### src/rtl/chan_cfg_loader_pkg.sv
// Shared constants and encodings for the channel configuration loader.
package chan_cfg_pkg;

  localparam logic [7:0] SYNC_BYTE = 8'hA5;

  typedef enum logic [1:0] {
    ST_IDLE,
    ST_ADDR,
    ST_PAYLOAD,
    ST_CSUM
  } state_t;

  typedef enum logic [1:0] {
    ERR_NONE    = 2'd0,
    ERR_ADDR    = 2'd1,
    ERR_CSUM    = 2'd2,
    ERR_TIMEOUT = 2'd3
  } err_code_t;

endpackage

### src/rtl/chan_cfg_loader_if.sv
// Byte-stream input and configuration-bank output bundle of chan_cfg_loader.
// master: byte source / bank consumer; slave: the loader itself.
interface chan_cfg_loader_if #(
  parameter int unsigned CH_NO     = 4,
  parameter int unsigned CFG_BYTES = 10
);
  localparam int unsigned W = CFG_BYTES * 8;

  logic [7:0]          i_data;
  logic                i_valid;
  logic [CH_NO*W-1:0]  o_cfg;
  logic [CH_NO-1:0]    o_load;
  logic                o_busy;
  logic                o_err;
  logic [1:0]          o_err_code;

  modport master (
    output i_data, i_valid,
    input  o_cfg, o_load, o_busy, o_err, o_err_code
  );

  modport slave (
    input  i_data, i_valid,
    output o_cfg, o_load, o_busy, o_err, o_err_code
  );
endinterface

### src/rtl/chan_cfg_loader_gap_timer.sv
// cfg_gap_timer: inter-byte gap counter for an open configuration frame.
// Counts while enabled, clears on request, flags when TIMEOUT-1 is reached.
module cfg_gap_timer #(
  parameter int unsigned TIMEOUT = 50000
) (
  input  logic clk,
  input  logic rst,
  input  logic clr,
  input  logic en,
  output logic expired
);
  localparam int unsigned CW = (TIMEOUT > 2) ? $clog2(TIMEOUT) : 1;

  logic [CW-1:0] cnt;

  // Gap counter: cleared by any received byte, advances while a frame is open.
  always_ff @(posedge clk or posedge rst) begin
    if (rst) begin
      cnt <= '0;
    end else if (clr) begin
      cnt <= '0;
    end else if (en) begin
      cnt <= cnt + 1'b1;
    end
  end

  assign expired = (cnt == CW'(TIMEOUT - 1));
endmodule

### src/rtl/chan_cfg_loader.sv
// chan_cfg_loader: decodes framed configuration commands
// (A5, addr, CFG_BYTES payload, XOR checksum) from a UART byte stream and
// commits each checksum-verified payload into its channel's config slot.
// Optional inter-byte timeout is enabled by defining CHAN_CFG_TIMEOUT_EN.
module chan_cfg_loader
  import chan_cfg_pkg::*;
#(
  parameter int unsigned CH_NO     = 4,
  parameter int unsigned CFG_BYTES = 10,
  parameter int unsigned TIMEOUT   = 50000
) (
  input  logic              i_clk,
  input  logic              i_rst,
  chan_cfg_loader_if.slave  bus
);
  localparam int unsigned W        = CFG_BYTES * 8;
  localparam int unsigned CNT_W    = (CFG_BYTES > 1) ? $clog2(CFG_BYTES) : 1;
  localparam logic [CNT_W-1:0] LAST_IDX   = CNT_W'(CFG_BYTES - 1);
  localparam logic [7:0]       ADDR_LIMIT = 8'(CH_NO);

  state_t             state;
  logic [3:0]         addr_q;
  logic [W-1:0]       staging;
  logic [7:0]         xor_q;
  logic [CNT_W-1:0]   byte_cnt;
  logic [CH_NO*W-1:0] cfg_q;
  logic [CH_NO-1:0]   load_q;
  logic               err_q;
  err_code_t          err_code_q;
  logic               timeout_hit;

`ifdef CHAN_CFG_TIMEOUT_EN
  logic gap_expired;

  cfg_gap_timer #(
    .TIMEOUT (TIMEOUT)
  ) u_gap_timer (
    .clk     (i_clk),
    .rst     (i_rst),
    .clr     (bus.i_valid | timeout_hit),
    .en      (state != ST_IDLE),
    .expired (gap_expired)
  );

  // A byte arriving in the expiry cycle wins over the timeout.
  assign timeout_hit = gap_expired && !bus.i_valid && (state != ST_IDLE);
`else
  assign timeout_hit = 1'b0;
`endif

  // Frame decoder FSM with staging, running checksum and configuration bank.
  always_ff @(posedge i_clk or posedge i_rst) begin
    if (i_rst) begin
      state      <= ST_IDLE;
      addr_q     <= '0;
      staging    <= '0;
      xor_q      <= '0;
      byte_cnt   <= '0;
      cfg_q      <= '0;
      load_q     <= '0;
      err_q      <= 1'b0;
      err_code_q <= ERR_NONE;
    end else begin
      load_q <= '0;
      err_q  <= 1'b0;
      if (timeout_hit) begin
        err_code_q <= ERR_TIMEOUT;
        err_q      <= 1'b1;
        state      <= ST_IDLE;
        staging    <= '0;
        xor_q      <= '0;
        byte_cnt   <= '0;
      end else if (bus.i_valid) begin
        case (state)
          ST_IDLE: begin
            if (bus.i_data == SYNC_BYTE) begin
              state <= ST_ADDR;
            end
          end
          ST_ADDR: begin
            addr_q   <= bus.i_data[3:0];
            xor_q    <= bus.i_data;
            byte_cnt <= '0;
            if (bus.i_data >= ADDR_LIMIT) begin
              err_code_q <= ERR_ADDR;
              err_q      <= 1'b1;
              state      <= ST_IDLE;
            end else begin
              state <= ST_PAYLOAD;
            end
          end
          ST_PAYLOAD: begin
            staging  <= (staging << 8) | W'(bus.i_data);
            xor_q    <= xor_q ^ bus.i_data;
            byte_cnt <= byte_cnt + 1'b1;
            if (byte_cnt == LAST_IDX) begin
              state <= ST_CSUM;
            end
          end
          ST_CSUM: begin
            if (xor_q == bus.i_data) begin
              for (int unsigned ch = 0; ch < CH_NO; ch++) begin
                if (addr_q == 4'(ch)) begin
                  cfg_q[ch*W +: W] <= staging;
                  load_q[ch]       <= 1'b1;
                end
              end
              err_code_q <= ERR_NONE;
            end else begin
              err_code_q <= ERR_CSUM;
              err_q      <= 1'b1;
            end
            state <= ST_IDLE;
          end
          default: state <= ST_IDLE;
        endcase
      end
    end
  end

  assign bus.o_cfg      = cfg_q;
  assign bus.o_load     = load_q;
  assign bus.o_busy     = (state != ST_IDLE);
  assign bus.o_err      = err_q;
  assign bus.o_err_code = err_code_q;
endmodule

### src/flat_wrapper.sv
// flat-port wrapper written by rule: the top's interface ports become plain ports
module chan_cfg_loader_flat import chan_cfg_pkg::*;
#(
  parameter int unsigned CH_NO     = 4,
  parameter int unsigned CFG_BYTES = 10,
  parameter int unsigned TIMEOUT   = 50000
)
  (i_clk, i_rst, bus_i_data, bus_i_valid, bus_o_cfg, bus_o_load, bus_o_busy, bus_o_err, bus_o_err_code);
  chan_cfg_loader_if #(.CH_NO(CH_NO), .CFG_BYTES(CFG_BYTES)) bus_i ();
  input  logic i_clk;
  input  logic i_rst;
  input wire logic [$bits(bus_i.i_data)-1:0] bus_i_data;
  input wire logic [$bits(bus_i.i_valid)-1:0] bus_i_valid;
  output wire logic [$bits(bus_i.o_cfg)-1:0] bus_o_cfg;
  output wire logic [$bits(bus_i.o_load)-1:0] bus_o_load;
  output wire logic [$bits(bus_i.o_busy)-1:0] bus_o_busy;
  output wire logic [$bits(bus_i.o_err)-1:0] bus_o_err;
  output wire logic [$bits(bus_i.o_err_code)-1:0] bus_o_err_code;
  assign bus_i.i_data = bus_i_data;
  assign bus_i.i_valid = bus_i_valid;
  assign bus_o_cfg = bus_i.o_cfg;
  assign bus_o_load = bus_i.o_load;
  assign bus_o_busy = bus_i.o_busy;
  assign bus_o_err = bus_i.o_err;
  assign bus_o_err_code = bus_i.o_err_code;
  chan_cfg_loader #(.CH_NO(CH_NO), .CFG_BYTES(CFG_BYTES), .TIMEOUT(TIMEOUT)) u_core (.i_clk(i_clk), .i_rst(i_rst), .bus(bus_i));
endmodule
### config.mk
export PLATFORM = sky130hd
export DESIGN_NAME = chan_cfg_loader_flat
export DESIGN_NICKNAME = d
export VERILOG_FILES = /design/src/rtl/chan_cfg_loader_pkg.sv /design/src/rtl/chan_cfg_loader_if.sv /design/src/rtl/chan_cfg_loader_gap_timer.sv /design/src/rtl/chan_cfg_loader.sv /design/src/flat_wrapper.sv
export SDC_FILE = /design/constraint.sdc
export NUM_CORES = 1
export LEC_CHECK = 0
export BUFFER_PORTS_ARGS = -buffer_cell sky130_fd_sc_hd__clkbuf_2
export CAP_MARGIN = 20
export CORE_UTILIZATION = 55
export CTS_BUF_LIST = sky130_fd_sc_hd__clkbuf_4 sky130_fd_sc_hd__clkbuf_8 sky130_fd_sc_hd__clkbuf_16
export CTS_CLUSTER_SIZE = 20
export DETAILED_ROUTE_END_ITERATION = 6
export GPL_ROUTABILITY_DRIVEN = 0
export PLACE_DENSITY = 0.8
export REMOVE_ABC_BUFFERS = 1
export SYNTH_ARGS = -nofsm -noshare
export SYNTH_HDL_FRONTEND = slang
export SYNTH_HIERARCHICAL = 1
export SYNTH_SLANG_ARGS = --single-unit
### constraint.sdc
create_clock -name i_clk -period 20.2 [get_ports i_clk]
set_clock_uncertainty 0.05 [all_clocks]
set_input_delay 3.03 -clock i_clk [delete_from_list [all_inputs] [get_ports i_clk]]
set_output_delay 3.03 -clock i_clk [all_outputs]
set_load 0.03 [all_outputs]
==> metrics.md <==
| Metric | Value |
|---|---|
| Outcome | `complete, no violations` |
| R2r setup slk | `approximately 16 ns` |
| First-pass GRT wire length | `about 55 mm` |
| Maximum clock frequency | `about 0.17 GHz` |
| Critical path's top delay family | `simple AND/OR/NAND/NOR gates` |
| Share of layout cells above drive strength 1 | `between 60% and 70%` |
| Post-CTS Setup Inserts | `0` |
| CTS Root Cell | `clkbuf_16` |
| WP data required | `about 20 ns` |
| Worst Path Arrival | `6.12 ns` |
| Detailed router's first-iteration violation count | `~470` |
| Final Core Density | `about two thirds` |
| Crit path cell chain | `clkbuf_2, xnor2_1, nand4_2, nor4_4, and3_4, buf_4, mux2_4` |
| Pin count of the biggest net entering global routing | `about 200` |
| Vias in the first global route | `9403` |
| Commonest non-fill, non-tap cell in the layout | `dfrtp_1` |
| Layout area overhead | `19.12%` |
| Area leader, netlist | `dfrtp_1` |
| Worst path slowest cell | `buf_4` |
| P_leak | `~11 nW` |
| Minimum hold slack | `approximately 0.45 ns` |
| Vias | `about 9500` |
| Gr usage total | `between 20% and 30%` |
| Max-slew headroom | `25.08%` |
| Top Ports | `roughly 340` |
| Core area | `30590 sq um` |
| Sum of negative setup slack | `0 ns` |
| Post-synth ARST share | `100.0%` |
| Sequential area share after synthesis | `around 62%` |
| Fin crit share | `28.55%` |
| CP endpoint kind | `flip-flop` |
| CTS clock-pin slew for the worst setup and hold paths | `0.06 ns` |
| Ranking of synthesized cells by area | `dfrtp_1 (62%), mux2_2 (15%), mux2_4 (14%), buf_12 (2.1%), buf_6 (1.1%)` |
| First-pass DRT Iterations | `4` |
| Crit path from | `bus_i_data[4]` |
| Synthesized cell area | `17120 sq um` |
| Crit path capture | `u_core/bus.o_cfg[114]` |
| Detail Route Antenna Nets | `0` |
| Max Cap Viol | `0` |
| VDD IR max | `0.07183 mV` |
| Total clock sinks | `approximately 430` |
| Area share of the leading cell type in the synthesized netlist | `slightly above 60%` |
| Worst path max stage delay | `~0.88 ns` |
| Critical-path maximum fanout | `48` |
| RR Startpoint | `u_core/state[0]` |
| Via/cell ratio | `about 5.3` |
| Cts repair resizes | `0` |
| YS warnings | `6` |
| Total Nets Final | `1356` |
| Clock latency on the worst-skew pair | `between 0.5 and 0.6 ns` |
| Final slew viol count | `0` |
| Clk buf depth | `3` |
| Crit path time final | `~5.8 ns` |
| Dpl hpwl | `22.82 mm` |
| Reg2Reg Depth | `7` |
| Worst path depth | `7` |
| Initial core utilization | `around 56%` |
| EDFF count, synth | `0` |
| Mean Syn Cell Area | `17.21 sq um` |
| # fillers | `2151` |
| FF+latch count, synth | `about 430` |
| Unrepaired setup endpoints after global routing | `false` |
| Die X | `178.4 microns` |
| CP Buf/Inv Count | `2` |
| FP Rows | `64` |
| H-tree depth | `2` |
| # hold bufs at CTS | `0` |
| CTS tree | `done` |
| TritonCTS Buffers | `between 40 and 50` |
| Final WL | `35.36 mm` |
| Final hold vios | `0` |
| Synth cell types | `37` |
| Worst Hold Class | `reg2reg` |
| Crit path launch type | `input port` |
| Number of buffers added on ports | `roughly 340` |
| Slew @ Worst Pin | `approximately 1.1 ns` |
| Die height | `around 180 microns` |
| Drt drc | `0` |
| GRT overflow | `0` |
| Critical R2R Capture | `u_core/bus.o_cfg[114]` |
| Critical path class | `in2reg` |
| Pwr per Cell Area | `between 100 and 150 nW/um^2` |
| WL per Instance | `about 20 microns` |
| Initial antenna violation count | `0` |
| Mapped Cells | `between 900 and 1000` |
| Antenna Cells | `0` |
| Final setup vio count | `0` |
| Ys flop type | `dfrtp_1` |
| Die ar. | `roughly 32000 sq um` |
| Most frequent cells in the layout | `dfrtp_1 (425), clkbuf_2 (338), mux2_2 (228)` |
through the flow:
stage	setup WS, ns	instances	cell area (sq um)	total power [mW]
after floorplan	5.287	947	16520	1.236
after global placement	14.00	1688	18790	1.322
after detailed placement	13.89	1688	18790	1.337
after CTS	14.46	1769	20370	2.195
after global routing	14.29	1770	20400	2.272
final	14.43	1770	20400	2.173
metal layers:
layer | GRT usage (%) | part of all wire (%)
met1 | 31.40 | 44
met4 | 5.297 | 1.9
met3 | 4.540 | 5.7
met5 | 0 | 0
met2 | 35.55 | 48
logic make-up after synthesis:
group,after synthesis,share of synthesized area (%)
buf+inv,58,3.749
mux,404,30.07
simple gates,55,2.002
fa+ha+maj,6,0.4384
xor+xnor,8,0.4092
flops,425,62.11
compound gates,39,1.220
where the power goes:
part           total, mW  switching, mW  internal, mW
Combinational      0.216          0.104         0.112
Sequential          1.11          0.155         0.951
Clock              0.851          0.318         0.533
registers in the layout, summed over array words and instances, names as in the netlist, named ones only:
signal / cells
u_core/byte_cnt: 4
u_core/addr_q: 4
u_core/bus.o_err: 1
u_core/state: 1
u_core/staging: 80
u_core/bus.o_cfg: 320
u_core/xor_q: 8
u_core/bus.o_err_code: 2
u_core/bus.o_load: 4
area by class of cell:
class | count | area (sq um) | area share (%)
multi-input cells | 512 | 5853 | 28.70
flip-flops and latches | 425 | 10640 | 52.14
well taps | 396 | 495.5 | 2.429
clock buffers | 71 | 1421 | 6.969
inverters | 10 | 45.04 | 0.2208
repair buffers | 346 | 1784 | 8.748
clock inverters | 10 | 161.4 | 0.7914
synthesized netlist by cell type, types with 3 or more instances:
| library cell | n |
|---|---|
| nor2_1 | 3 |
| ha_1 | 6 |
| mux2_2 | 228 |
| a21oi_1 | 17 |
| mux2_4 | 160 |
| nand2_1 | 19 |
| mux2_1 | 15 |
| buf_6 | 17 |
| xnor2_1 | 8 |
| nand3_1 | 9 |
| dfrtp_1 | 425 |
| clkbuf_1 | 12 |
| inv_1 | 10 |
| o21ai_0 | 17 |
| nor4_1 | 5 |
| buf_12 | 18 |
worst min-delay path by stage:
stage,start,end,depth (start not counted)
2_1_floorplan,u_core/byte_cnt[3],u_core/byte_cnt[3],1
4_1_cts,u_core/byte_cnt[3],u_core/byte_cnt[3],1
3_5_place_dp,u_core/bus.o_cfg[197],u_core/bus.o_cfg[197],1
5_1_grt,u_core/bus.o_cfg[199],u_core/bus.o_cfg[199],1
3_3_place_gp,u_core/bus.o_cfg[204],u_core/bus.o_cfg[204],1
6_report,u_core/byte_cnt[3],u_core/byte_cnt[3],1
Note: power is estimated with default switching activity, not from simulation.
